## config.mk

```make
export PLATFORM = sky130hd
export DESIGN_NAME = pipe_stage_skid
export DESIGN_NICKNAME = d
export VERILOG_FILES = /design/src/rtl/pipe_stage_skid.sv
export SDC_FILE = /design/constraint.sdc
export NUM_CORES = 1
export LEC_CHECK = 0
export CORE_MARGIN = 8
export CORE_UTILIZATION = 39
export CTS_CLUSTER_SIZE = 20
export DETAILED_ROUTE_END_ITERATION = 8
export GPL_TIMING_DRIVEN = 1
export SYNTH_ARGS = -nofsm -noshare
export SYNTH_HDL_FRONTEND = slang
export SYNTH_SLANG_ARGS = --single-unit
export TNS_END_PERCENT = 20
```

## constraint.sdc

```tcl
create_clock -name clk -period 3.41 [get_ports clk]
set_clock_uncertainty 0.05 [all_clocks]
set_input_delay 0.682 -clock clk [delete_from_list [all_inputs] [get_ports clk]]
set_output_delay 0.682 -clock clk [all_outputs]
set_load 0.02 [all_outputs]
```

## src/rtl/pipe_stage_skid.sv

```systemverilog
// -----------------------------------------------------------------------------
// pipe_stage_skid
//
// Parametrised pipeline stage register with a valid/ready handshake and a
// 2-entry skid buffer (main + skid). Carries a control field and a data field
// between two pipeline stages. in_ready comes straight from a flop, so the
// stage never has a combinational path from out_ready or in_valid to in_ready.
// Flush drops every held entry and discards the input offered in that cycle.
// Whenever no valid entry is presented, the control field reads as zero.
//
// Optional feature: define PIPE_STAGE_STATS_EN to add the stall_cnt and
// flush_cnt statistics outputs.
//
// Parameters:
//   CTRL_W              width of the control field (cleared on bubble)
//   DATA_W              width of the data field
//   ZERO_DATA_ON_FLUSH  1: flush clears the data registers; 0: data keeps its
//                       stale value
//
// Ports:
//   clk        in   clock, rising edge
//   rst        in   synchronous reset, active-high
//   flush      in   kill all held and incoming entries
//   in_valid   in   upstream entry valid
//   in_ready   out  stage can accept (registered, occupancy != 2)
//   in_ctrl    in   upstream control field
//   in_data    in   upstream data field
//   out_valid  out  main entry valid
//   out_ready  in   downstream accepts the main entry this cycle
//   out_ctrl   out  main control field, all-zero when out_valid = 0
//   out_data   out  main data field
//   occupancy  out  entries held: 0, 1 or 2
//   stall_cnt  out  (PIPE_STAGE_STATS_EN) cycles with out_valid & !out_ready
//   flush_cnt  out  (PIPE_STAGE_STATS_EN) cycles with flush asserted
// -----------------------------------------------------------------------------
module pipe_stage_skid #(
  parameter int CTRL_W             = 10,
  parameter int DATA_W             = 160,
  parameter int ZERO_DATA_ON_FLUSH = 1
) (
  input  logic              clk,
  input  logic              rst,
  input  logic              flush,
  input  logic              in_valid,
  output logic              in_ready,
  input  logic [CTRL_W-1:0] in_ctrl,
  input  logic [DATA_W-1:0] in_data,
  output logic              out_valid,
  input  logic              out_ready,
  output logic [CTRL_W-1:0] out_ctrl,
  output logic [DATA_W-1:0] out_data,
  output logic [1:0]        occupancy
`ifdef PIPE_STAGE_STATS_EN
  ,
  output logic [31:0]       stall_cnt,
  output logic [31:0]       flush_cnt
`endif
);

  // State is the occupancy itself.
  typedef enum logic [1:0] {
    EMPTY = 2'd0,
    ONE   = 2'd1,
    TWO   = 2'd2
  } state_t;

  // What the main register does on the next edge.
  typedef enum logic [1:0] {
    MAIN_HOLD,
    MAIN_FROM_IN,
    MAIN_FROM_SKID,
    MAIN_CLEAR_CTRL
  } main_sel_t;

  state_t      state_q, state_d;
  main_sel_t   main_sel;
  logic        skid_load;
  logic        skid_clear;
  logic        in_ready_q;
  logic        in_acc;
  logic        out_acc;

  logic [CTRL_W-1:0] main_ctrl_q, skid_ctrl_q;
  logic [DATA_W-1:0] main_data_q, skid_data_q;

  assign in_acc  = in_valid & in_ready_q;
  assign out_acc = (state_q != EMPTY) & out_ready;

  // Next-state and register-update selection. Flush and reset are applied in
  // the sequential block, where they override everything decided here.
  // NOTE: every signal gets a default before the case so no path leaves it
  // unassigned; a missing default would infer a latch.
  always_comb begin
    state_d    = state_q;
    main_sel   = MAIN_HOLD;
    skid_load  = 1'b0;
    skid_clear = 1'b0;
    unique case (state_q)
      EMPTY: begin
        if (in_acc) begin
          main_sel = MAIN_FROM_IN;
          state_d  = ONE;
        end
      end
      ONE: begin
        if (out_acc && in_acc) begin
          main_sel = MAIN_FROM_IN;
        end else if (out_acc) begin
          // Main drains: zero its control so the bubble reads as all-zero.
          main_sel = MAIN_CLEAR_CTRL;
          state_d  = EMPTY;
        end else if (in_acc) begin
          skid_load = 1'b1;
          state_d   = TWO;
        end
      end
      TWO: begin
        // in_ready is low here, so only the output side can move.
        if (out_acc) begin
          main_sel   = MAIN_FROM_SKID;
          skid_clear = 1'b1;
          state_d    = ONE;
        end
      end
      default: state_d = EMPTY;
    endcase
  end

  // NOTE: state flops use non-blocking assignments so every register samples
  // the pre-edge values, independent of statement order.
  always_ff @(posedge clk) begin
    if (rst) begin
      state_q     <= EMPTY;
      in_ready_q  <= 1'b1;
      main_ctrl_q <= '0;
      main_data_q <= '0;
      skid_ctrl_q <= '0;
      skid_data_q <= '0;
    end else if (flush) begin
      // Both held entries and the offered input are dropped together.
      state_q     <= EMPTY;
      in_ready_q  <= 1'b1;
      main_ctrl_q <= '0;
      skid_ctrl_q <= '0;
      if (ZERO_DATA_ON_FLUSH != 0) begin
        main_data_q <= '0;
        skid_data_q <= '0;
      end
    end else begin
      state_q    <= state_d;
      // Registered copy of (next occupancy != 2): no combinational path in.
      in_ready_q <= (state_d != TWO);

      unique case (main_sel)
        MAIN_FROM_IN: begin
          main_ctrl_q <= in_ctrl;
          main_data_q <= in_data;
        end
        MAIN_FROM_SKID: begin
          main_ctrl_q <= skid_ctrl_q;
          main_data_q <= skid_data_q;
        end
        MAIN_CLEAR_CTRL: main_ctrl_q <= '0;
        default: ;
      endcase

      if (skid_load) begin
        skid_ctrl_q <= in_ctrl;
        skid_data_q <= in_data;
      end else if (skid_clear) begin
        skid_ctrl_q <= '0;
      end
    end
  end

  assign in_ready  = in_ready_q;
  assign out_valid = (state_q != EMPTY);
  assign out_ctrl  = main_ctrl_q;
  assign out_data  = main_data_q;
  assign occupancy = state_q;

`ifdef PIPE_STAGE_STATS_EN
  // Free-running statistics; only reset clears them, flush does not.
  always_ff @(posedge clk) begin
    if (rst) begin
      stall_cnt <= '0;
      flush_cnt <= '0;
    end else begin
      if (out_valid && !out_ready) stall_cnt <= stall_cnt + 32'd1;
      if (flush)                   flush_cnt <= flush_cnt + 32'd1;
    end
  end
`endif

endmodule

```

; ---- After elaboration in Yosys (flattened, before gate mapping)
; Index checks and enable logic that the tools add are counted.
; Widths: inputs -> output; s select.
[word_totals]
romBits = 0
elab_cells = 42
mem_bits_rw = 0
mem_count = 0
latch_bits = 0
regBits = 343
output_inout_bits = 174
[op_classes]
magnitude_cmp = 0
muxes = 21
n_eq_ne = 6
n_mul = 0
addsub = 0
shifts = 0
n_div = 0
reduce_logical = 7
bitwise_logic = 2
[op_table]
columns = op, count
row1 = $pmux 160 s2, 1
row2 = $pmux 10 s3, 1
row3 = $mux 10, 2
row4 = $mux 2, 8
row5 = $pmux 2 s3, 2
row6 = $mux 1, 7
row7 = $eq 2x2->1 const B, 3
row8 = $reduce_bool 2->1, 3
row9 = $eq 2x1->1 const B, 2
row10 = $reduce_bool 3->1, 1
row11 = $and 1x1->1, 2
row12 = $logic_not 2->1, 1
row13 = $ne 2x2->1 const B, 1
row14 = $reduce_or 2->1, 1
row15 = $logic_and 1x1->1, 1

; ---- Logic depth before layout (Yosys ltp)
; Gate-level depths: netlist of run 1.
[logic_depth]
depth_word = 7
ltp_mapped = 12

; ---- Worst setup path before layout of run 1
; No wires, ideal clock.
[synth_path]
path_kind = input to register
from = input port out_ready
to = register main_data_q[100], in the netlist out_data[100]
path_slack_ps = 262
arrival_ps = 2970
stages = 11
cell_sequence = clkbuf_1 > clkbuf_1 > clkbuf_1 > and2_1 > ha_1 > clkbuf_1 > clkbuf_1 > buf_2 > mux2_2 > mux2i_1 > nor2_1
[synth_between]
elab_chain_len = 6
word_cells_on_any_way = 10
cone_classes = 2 x eq/ne / 5 x mux / 1 x bitwise / 2 x reduce/logical
[synth_rtl]
columns = item, line_no
row1 = "start, declared", 49  ; input logic out_ready,
row2 = $and 1x1->1 (*), 87  ; assign out_acc = (state_q != EMPTY) & out_ready;
row3 = $mux 2 or $logic_and 1x1->1 (tied branches), "108, 106"
row4 = $mux 2, 106  ; if (out_acc && in_acc) begin
row5 = $pmux 2 s3 (*), 98  ; unique case (state_q)
row6 = $eq 2x2->1 or $eq 2x1->1 (tied branches), 154  ; unique case (main_sel)
row7 = $pmux 160 s2 or $reduce_bool 2->1 (tied branches), n/a
row8 = "end signal, assigned", 157  ; main_data_q <= in_data;
row9 = "end signal, assigned", 161  ; main_data_q <= skid_data_q;
row10 = "end, declared", 84  ; logic [DATA_W-1:0] main_data_q, skid_data_q;
; Mark *: on every way between the ends. The rest lies on a longest branch, timed or not.
; A chain may end at the register's enable or synchronous reset.

; ---- Worst setup path after layout of run 1
[layout_path]
from = input port in_valid
to = register main_data_q[34], in the netlist out_data[34]
[layout_between]
elab_chain_len = 6
word_cells_on_any_way = 9
cone_classes = 2 x eq/ne / 4 x mux / 1 x bitwise / 2 x reduce/logical
[layout_rtl]
columns = item, line_no
row1 = "start, declared", 44  ; input logic in_valid,
row2 = $and 1x1->1 (*), 86  ; assign in_acc = in_valid & in_ready_q;
row3 = $logic_and 1x1->1, 106
row4 = $mux 2, 106
row5 = $pmux 2 s3 (*), 98
row6 = $eq 2x2->1 or $eq 2x1->1 (tied branches), 154
row7 = $pmux 160 s2 or $reduce_bool 2->1 (tied branches), n/a
; Marked as above.

==> run_results.csv, run 1 <==
group,metric,value,unit
logic_synthesis,synth-seq-area-share,0.454,
global_routing,grt.met1_usage,0.252,
worst_hold_path,min-delay-path-class,"flip-flop to flip-flop",
drt,postRouteAntennaNets,0,
worst_setup_path,path_class,"input pin to flip-flop",
clock_network,ctsHtreeMaxLevel,2,
outcome,run_status,"finished, final reports clean",
drt,drc_errors,0,
clock_network,post_cts_resized,0,
place,port_buffers,348,
power,pwr-share-seq,0.418,
worst_setup_path,crit-reg2reg-launch,"occupancy[0]",
power,netSwitchingFraction,0.246,
worst_hold_path,hold_depth,2,
drt,routed_via_count,12400,
worst_setup_path,r2r_slack,0.89,ns
drt,drt_iter0_drc,639,
worst_setup_path,cp_data_required_time,3.76,ns
logic_synthesis,yosys_warnings,0,
job,number_of_maximum_capacitance_violations,0,
power,vdd.ir_drop.worst,0.285,mV
die,chipWidth,213,µm
clock_network,clk_transition_reported_paths,0.06,ns
global_routing,grt_pass1_vias,12600,
clock_network,post_cts.repair.setup_buffers,0,
global_routing,met3_usage_grt,0.0396,
power,p_clk_frac,0.433,
worst_setup_path,setup.worst_path.start_class,"input pin",
drt,routed_wl,45900,µm
sta,final_max_slew_viol_count,0,
finish,layout.cells.most_common_list,"sky130_fd_sc_hd__clkdlybuf4s50_1 (347), sky130_fd_sc_hd__dfxtp_1 (343), sky130_fd_sc_hd__nand2_1 (173)",
clock_network,clock_sinks,343,
power,total_leakage_power,0.00761,µW
place,detailedPlacementHpwl,29400,µm
die,io_pins,349,
clock_network,clock_path_buffers,3,
clock_network,number_of_buffers_created_by_cts,39,
logic_synthesis,count_of_mapped_cells_out_of_synthesis,1545,
sta,hold_violations,0,
global_routing,grt_usage,0.195,
power,power.combinational.fraction,0.149,
global_routing,number_of_antenna_violations_at_the_first_check_in_global_routing,5,
global_routing,pin_count_of_the_biggest_net_entering_global_routing,172,
logic_synthesis,synth_cell_type_count,27,
clock_network,insertion_delay,0.53,ns
die,fp.dieArea,45300,µm²
clock_network,cts.hold.buffers_added,0,
sta,report.final.setup_viol,0,
logic_synthesis,syn_avg_cell_area,9.79,µm²
sta,unrepaired_setup_endpoints_after_global_routing,"no",
global_routing,global_route.overflow_total,0,
sta,timing.setup.tns,0,ns
logic_synthesis,synth-seq-cells,343,
global_routing,first_pass_grt_wire_length,71400,µm
drt,drt_first_pass_iters,5,
die,fp-row-count,72,
finish,layout_area_growth_over_synthesis,35.8,%
sta,slew_headroom,0.321,
die,design.core.area,38500,µm²
sta,period_minus_slack,2.71,ns
clock_network,tritoncts,"done",
power,power_density_of_the_placed_cells,486,nW/µm²
die,vertical_extent_of_the_die,213,µm
worst_setup_path,kind_of_end_point_of_the_critical_path,"flip-flop",
sta,timing.final.crit_share,0.793,
sta,fmaxAchievable,370,MHz
logic_synthesis,synthesis.nets,1723,
power,power.switching,2460,µW
worst_hold_path,min_delay_worst_endpoint,"skid_ctrl_q[0]",
finish,fillCellCount,3480,
worst_setup_path,worstReg2RegEnd,"out_data[34]",
power,p_int,7540,µW
logic_synthesis,syn_area,15100,µm²
finish,num-nets-final,1994,
drt,drt-wirelength-per-cell,19.4,µm
finish,final_common_cell,"sky130_fd_sc_hd__clkdlybuf4s50_1",
global_routing,gr_busiest_metal,"met2",
finish,final-instance-count-excl-fill,2364,
worst_hold_path,hold_path.startpoint,"skid_ctrl_q[0]",
finish,post_route_cells_drive_above_1_share,0.196,
worst_setup_path,reg2reg_depth,9,
drt,via_per_inst,5.26,
place,final_estimated_routing_congestion_in_global_placement,0.771,
worst_setup_path,arrival,3.06,ns
die,floorplan.initialDensity,0.393,
sta,worst_slew_pin_slew,1.02,ns
place,placedCellCount,2293,
clock_network,cts_root_buffer,"sky130_fd_sc_hd__clkbuf_16",
worst_setup_path,timing.critical_path.fanout_max,41,
global_routing,global_route.usage.met2,0.314,
==> stage by stage <==
stage / util / power (µW) / cell area (µm²) / hold slack (ns) / setup slack, ns
2_1_floorplan: - / 5080 / 15100 / 0.410 / 0.262
3_3_place_gp: 0.499 / 5750 / 19200 / 0.420 / 0.226
3_5_place_dp: 0.499 / 5760 / 19200 / 0.430 / 0.203
4_1_cts: 0.534 / 10200 / 20500 / 0.437 / 0.749
5_1_grt: 0.534 / 10400 / 20500 / 0.455 / 0.540
6_report: 0.534 / 9990 / 20500 / 0.437 / 0.705
==> final cells by class <==
class	count	area, µm²	share of cell area
clock buffer	59	1180	0.0576
antenna	4	10.0	0.000487
tap	518	648	0.0315
sequential	343	6870	0.334
inverter	1	3.75	0.000183
multi-input combinational	1047	7590	0.369
timing repair buffer	384	4110	0.200
clock inverter	8	140	0.00682
==> power by group through the flow <==
stage	sequential (µW)	clock (µW)	combinational, µW
2_1_floorplan	4360	0	720
3_3_place_gp	4270	0	1490
3_5_place_dp	4270	0	1500
4_1_cts	4180	4470	1500
5_1_grt	4190	4620	1590
6_report	4180	4320	1490
==> worst max path at each step <==
stage | from | end | slack (ns) | depth (start not counted)
finish | in_valid | out_data[34] | 0.70 | 10
global route | in_valid | out_data[31] | 0.54 | 10
CTS | in_valid | out_data[31] | 0.75 | 10
detailed placement | in_valid | out_data[12] | 0.20 | 10
global placement | in_valid | out_data[16] | 0.23 | 10
floorplan | out_ready | out_data[100] | 0.26 | 11
==> Yosys cell counts <==
cell                        instances  area, µm²
sky130_fd_sc_hd__or2_1              1       6.26
sky130_fd_sc_hd__o32ai_1            1       8.76
sky130_fd_sc_hd__o211ai_1         160       1200
sky130_fd_sc_hd__buf_2             19       95.1
sky130_fd_sc_hd__and2_1             2       12.5
sky130_fd_sc_hd__a221oi_1          10       87.6
sky130_fd_sc_hd__buf_1              2       7.51
sky130_fd_sc_hd__a211o_1            1       8.76
sky130_fd_sc_hd__o2111ai_1         10       87.6
sky130_fd_sc_hd__or3_1              1       6.26
sky130_fd_sc_hd__nand2b_1           3       18.8
sky130_fd_sc_hd__o21ai_0           72        360
sky130_fd_sc_hd__nor2_1           162        608
sky130_fd_sc_hd__mux2_2           160       1800
sky130_fd_sc_hd__o21ai_2          100        876
sky130_fd_sc_hd__nand3b_1           1       7.51
sky130_fd_sc_hd__nor2b_1           12       75.1
sky130_fd_sc_hd__buf_6             12        135
sky130_fd_sc_hd__or2_2              2       12.5
sky130_fd_sc_hd__nand4b_4           1       23.8
sky130_fd_sc_hd__clkbuf_1         121        454
sky130_fd_sc_hd__mux2i_1          162       1620
sky130_fd_sc_hd__inv_1              1       3.75
sky130_fd_sc_hd__dfxtp_1          343       6870
sky130_fd_sc_hd__nand2_1          173        649
sky130_fd_sc_hd__ha_1               3       37.5
sky130_fd_sc_hd__nor3_1            10       50.1
==> critical path, cell delays in order <==
cell and delay [ns]:
sky130_fd_sc_hd__clkdlybuf4s50_1 0.48, sky130_fd_sc_hd__and2_1 0.20, sky130_fd_sc_hd__o21ai_0 0.20, sky130_fd_sc_hd__and2_1 0.23
sky130_fd_sc_hd__ha_4 0.18, sky130_fd_sc_hd__buf_12 0.26, sky130_fd_sc_hd__buf_4 0.24, sky130_fd_sc_hd__mux2_2 0.34
sky130_fd_sc_hd__mux2i_1 0.14, sky130_fd_sc_hd__nor2_1 0.05
==> routing by layer <==
| metal | part of all wire | vias to the layer above |
|---|---|---|
| li1 | - | 6054 |
| met1 | 0.44 | 5981 |
| met2 | 0.47 | 304 |
| met3 | 0.053 | 86 |
| met4 | 0.031 | 2 |
| met5 | 0.00028 | - |
==> kinds of logic after synthesis <==
logic type,Yosys count,share of synthesized area
compound gates,354,0.174
fa+ha+maj,3,0.00248
buf+inv,155,0.0460
flops,343,0.454
mux,322,0.226
simple gates,368,0.0972
==> sequential cells by signal, summed over array words and instances, names as in the netlist <==
signal and cells:
in_ready 1, skid_ctrl_q 10, out_data 160, out_ctrl 10, occupancy 2, skid_data_q 160
No activity file was read; power rests on OpenSTA's default activity.
==> run 2, diff against run 1 <==
Clock period 3.41 ns to 2.64 ns, I/O delays scaled along.
==> run_results.csv, run 2 (synthesis gave the netlist of run 1 again) <==
group,metric,value,unit
sta,fmaxAchievable,400,MHz
drt,drc_errors,0,
place,detailed_place.area,19700,µm²
global_routing,first_pass_grt_wire_length,72400,µm
sta,final_max_slew_viol_count,0,
power,total_leakage_power,0.00789,µW
clock_network,tritoncts,"done",
sta,timing.final.crit_share,0.947,
sta,period_minus_slack,2.50,ns
finish,stdcell_area,21100,µm²
finish,post_route_cells_drive_above_1_share,0.215,
sta,timing.hold.ws,0.393,ns
global_routing,global_route.overflow_total,0,
job,number_of_maximum_capacitance_violations,0,
worst_setup_path,kind_of_end_point_of_the_critical_path,"primary output",
clock_network,number_of_buffers_created_by_cts,40,
clock_network,clk_transition_reported_paths,0.05,ns
global_routing,grt_usage,0.199,
worst_hold_path,min-delay-path-class,"input pin to flip-flop",
worst_setup_path,path_class,"flip-flop to primary output",
clock_network,cts_root_buffer,"sky130_fd_sc_hd__clkbuf_16",
sta,worst_case_setup_margin_in_the_final_layout,0.139,ns
sta,hold_violations,0,
global_routing,number_of_antenna_violations_at_the_first_check_in_global_routing,6,
outcome,run_status,"finished, final reports clean",
drt,drt_iter0_drc,572,
worst_setup_path,timing.critical_path.fanout_max,7,
worst_setup_path,setup.worst_path.start_class,"flip-flop",
power,power_density_of_the_placed_cells,624,nW/µm²
clock_network,post_cts.repair.setup_buffers,0,
power,vdd.ir_drop.worst,0.391,mV
global_routing,grt_pass1_vias,12600,
sta,report.final.setup_viol,0,
clock_network,ctsHtreeMaxLevel,2,
sta,slew_headroom,0.362,
drt,drt-wirelength-per-cell,19.2,µm
die,fp.dieArea,45300,µm²
place,place_worst_setup_slack,-0.254,ns
drt,via_per_inst,5.20,
die,chipWidth,213,µm
drt,routed_via_count,12600,
drt,routed_wl,46500,µm
place,port_buffers,348,
die,fp-row-count,72,
clock_network,cts.hold.buffers_added,0,
clock_network,post_cts_resized,0,
sta,unrepaired_setup_endpoints_after_global_routing,"no",
finish,num-nets-final,2040,
place,final_estimated_routing_congestion_in_global_placement,0.771,
place,detailedPlacementHpwl,31400,µm
finish,final-instance-count-excl-fill,2415,
finish,final_common_cell,"sky130_fd_sc_hd__clkdlybuf4s50_1",
worst_hold_path,hold_depth,3,
clock_network,clock_path_buffers,3,
drt,drt_first_pass_iters,5,
worst_setup_path,reg2reg_depth,9,
finish,layout_area_growth_over_synthesis,39.3,%
die,design.core.area,38500,µm²
sta,worst_slew_pin_slew,0.957,ns
drt,postRouteAntennaNets,0,
die,floorplan.initialDensity,0.393,
place,placedCellCount,2338,
worst_setup_path,arrival,1.92,ns
die,vertical_extent_of_the_die,213,µm
die,io_pins,349,
worst_setup_path,cp_data_required_time,2.06,ns
clock_network,insertion_delay,0.54,ns
global_routing,pin_count_of_the_biggest_net_entering_global_routing,80,
clock_network,clock_sinks,343,
sta,timing.setup.tns,0,ns
finish,layout.cells.most_common_list,"sky130_fd_sc_hd__clkdlybuf4s50_1 (347), sky130_fd_sc_hd__dfxtp_1 (343), sky130_fd_sc_hd__nand2_1 (173)",
## run 2: area by class of cell
type / instances / area, µm²
timing repair buffer: 429 / 4570
tap: 518 / 648
multi-input combinational: 1047 / 7590
antenna: 5 / 12.5
fill: 3454 / 17400
inverter: 1 / 3.75
clock inverter: 8 / 154
sequential: 343 / 6870
clock buffer: 64 / 1220
## run 2: final timing paths
path         slack, ns            from             end
max reg2reg       0.37    occupancy[1]   out_data[138]
max               0.14    occupancy[1]       out_valid
min reg2reg       0.44  skid_ctrl_q[4]  skid_ctrl_q[4]
min               0.39       out_ready  skid_ctrl_q[4]
## run 2: layer usage
metal / vias up / GRT usage / routed length [µm]
met5: - / 0 / 31
met4: 4 / 0.0835 / 1470
met3: 75 / 0.0533 / 3130
li1: 6154 / - / -
met2: 340 / 0.316 / 21400
met1: 5995 / 0.252 / 20400
## run 2: power breakdown
part           internal, µW  switching (µW)
clock network          3560            2170
logic                  1020             991
registers              5310            81.6
total                  9900            3240
## run 2: through the flow
step	total power, µW	util
2_1_floorplan	6570	-
3_3_place_gp	7520	0.511
3_5_place_dp	7530	0.511
4_1_cts	13300	0.547
5_1_grt	13700	0.547
6_report	13100	0.548
## run 2: critical path, stage by stage (launching register included)
cell                              delay [ns]
sky130_fd_sc_hd__dfxtp_1                0.37
sky130_fd_sc_hd__buf_4                  0.18
sky130_fd_sc_hd__or2_2                  0.29
sky130_fd_sc_hd__clkdlybuf4s50_1        0.54
==> patch, RTL diff (config.mk and constraints of run 2) <==
Set the parameter `ZERO_DATA_ON_FLUSH` to 0 (it was 1). Comments in the files are not updated.
--- a/src/rtl/pipe_stage_skid.sv
+++ b/src/rtl/pipe_stage_skid.sv
@@ -36,7 +36,7 @@
 module pipe_stage_skid #(
   parameter int CTRL_W             = 10,
   parameter int DATA_W             = 160,
-  parameter int ZERO_DATA_ON_FLUSH = 1
+  parameter int ZERO_DATA_ON_FLUSH = 0
 ) (
   input  logic              clk,
   input  logic              rst,
Behaviour: not the same (Yosys sat finds a counterexample within 4 cycles, from zero or initial values and one cycle with rst high).
==> patch against run 2 <==
- power is 1.7% higher
- hold slack better by 0.025 ns
- wire length is 12% lower
- synthesized cell count is 1.0% lower
- cell area is 0.61% lower
- sequential cell count stayed put
- area after synthesis hardly changed
- worst setup slack better by 0.094 ns
- highest routed layer unchanged
==> patch: results (changes against run 2) <==
outcome: completed (unchanged)
Yosys warning count: 0 (unchanged)
metal3 WL: 2912 um (was 3126 um)
Layout Cells excl Fill: 2401 (was 2415)
Worst-Skew Late Latency: 0.54 ns (about the same)
peak supply drop: 394.7 uV (was 390.6 uV)
Mapped Cells: 1529 (was 1545)
final-layout fill cell count: 3438 (was 3454)
Clock Power: 5.56 mW (was 5.73 mW)
hold crit path type: reg -> reg (was in -> reg)
htree depth: 2 (unchanged)
DRT Pass-1 Iters: 4 (was 5)
nets: 2033 (was 2040)
Seq. pwr: 5.61 mW (was 5.40 mW)
synth cell count leaders: 343 x dfxtp_1, 322 x nand2b_1, 320 x mux2i_1 (was 343 x dfxtp_1, 173 x nand2_1, 162 x mux2i_1, 162 x nor2_1)
power consumption: 13.36 mW (was 13.14 mW)
gpl congestion: 0.7445 (was 0.7707)
CTS Buf Count: 40 (unchanged)
Max FO, Critical Path: 11 (was 7)
Seq/Total Area, Yosys: 0.4536 (was 0.4540)
Sw Ratio: 0.2517 (was 0.2467)
CP max stage cell: clkdlybuf4s50_1 (unchanged)
first-pass GRT wire length: 64090 um (was 72350 um)
WL per Instance: 17.09 um (was 19.24 um)
CP peak stage delay: 0.60 ns (was 0.54 ns)
Port Buf Inserts: 348 (unchanged)
syn_nets: 1708 (was 1723)
pin count of the biggest net entering global routing: 125 (was 80)
HPWL after DPL: 29380 um (was 31350 um)
layout cells sized above 1: 0.07447 (was 0.2151)
WL met2: 18520 um (was 21440 um)
root buffer cell: clkbuf_16 (unchanged)
post-synthesis cell type count: 27 (unchanged)
clock transition at the registers of the reported paths: 0.06 ns
Leak: 7.008 nW (was 7.894 nW)
GRT Total Usage: 0.1751 (was 0.1987)
worst slack at placement: -0.2225 ns (was -0.2544 ns)
placed insts: 2330 (was 2338)
Setup Buffers After CTS: 0 (unchanged)
max_slew headroom: 0.5656 (was 0.3622)
DRT met1 WL: 18620 um (was 20400 um)
largest cells by area after synthesis: dfxtp_1 45%, mux2i_1 21%, nand2b_1 13% (was dfxtp_1 45%, mux2_2 12%, mux2i_1 11%)
Placed Instance Area: 19600 um2 (was 19670 um2)
initial drt markers: 601 (was 572)
count leader, synth: dfxtp_1 (unchanged)
initial antenna violation count: 5 (was 6)
clock tree buffer depth: 3 (unchanged)
routed vias: 11720 (was 12570)
[patch: changes by cell type after synthesis, sizes merged, moves of 2 or more]
| cell | delta |
|---|---|
| nand2b | +319 |
| a211oi | +160 |
| nand2 | -160 |
| o211ai | -160 |
| o21ai | -160 |
| mux2 | -159 |
| mux2i | +158 |
| clkbuf | -40 |
| buf | +21 |
| nor2 | +3 |
| and2 | -2 |
[patch: area by class of cell]
type | count | area [um2] | share of cell area
inverters | 1 | 3.754 | 0.0001793
multi-input cells | 1050 | 7631 | 0.3645
clock inverters | 8 | 117.6 | 0.005618
flip-flops and latches | 343 | 6867 | 0.3280
clock buffers | 60 | 1207 | 0.05768
diodes | 3 | 7.507 | 0.0003586
repair buffers | 418 | 4452 | 0.2127
well taps | 518 | 648.1 | 0.03096
[patch: kinds of logic after synthesis]
kind of cell / after synthesis / synth area share
simple gates: 529 / 0.1896
buf+inv: 136 / 0.04389
flops: 343 / 0.4536
compound gates: 196 / 0.09721
fa+ha+maj: 4 / 0.003306
mux: 321 / 0.2123
[patch: path summary, 6_finish.rpt]
kind	startpoint	end	slack (ns)	cells after the start
min	skid_data_q[1]	skid_data_q[1]	0.42	2
max reg2reg	in_ready	out_data[8]	0.40	9
max	occupancy[1]	out_valid	0.23	2
min reg2reg	skid_data_q[1]	skid_data_q[1]	0.42	2
[patch: worst max-delay path: cells and delay by family (launching register included)]
kind | cells | cell delay, ns
buffers and inverters | 1 | 0.60
AND/OR/NAND/NOR | 1 | 0.17
flip-flops | 1 | 0.52
[patch: metal layers]
| layer | vias up | global-route usage |
|---|---|---|
| met2 | 258 | 0.2776 |
| met3 | 65 | 0.05108 |
| li1 | 5951 | - |
| met1 | 5437 | 0.2260 |
| met4 | 4 | 0.05854 |
| met5 | - | 0 |
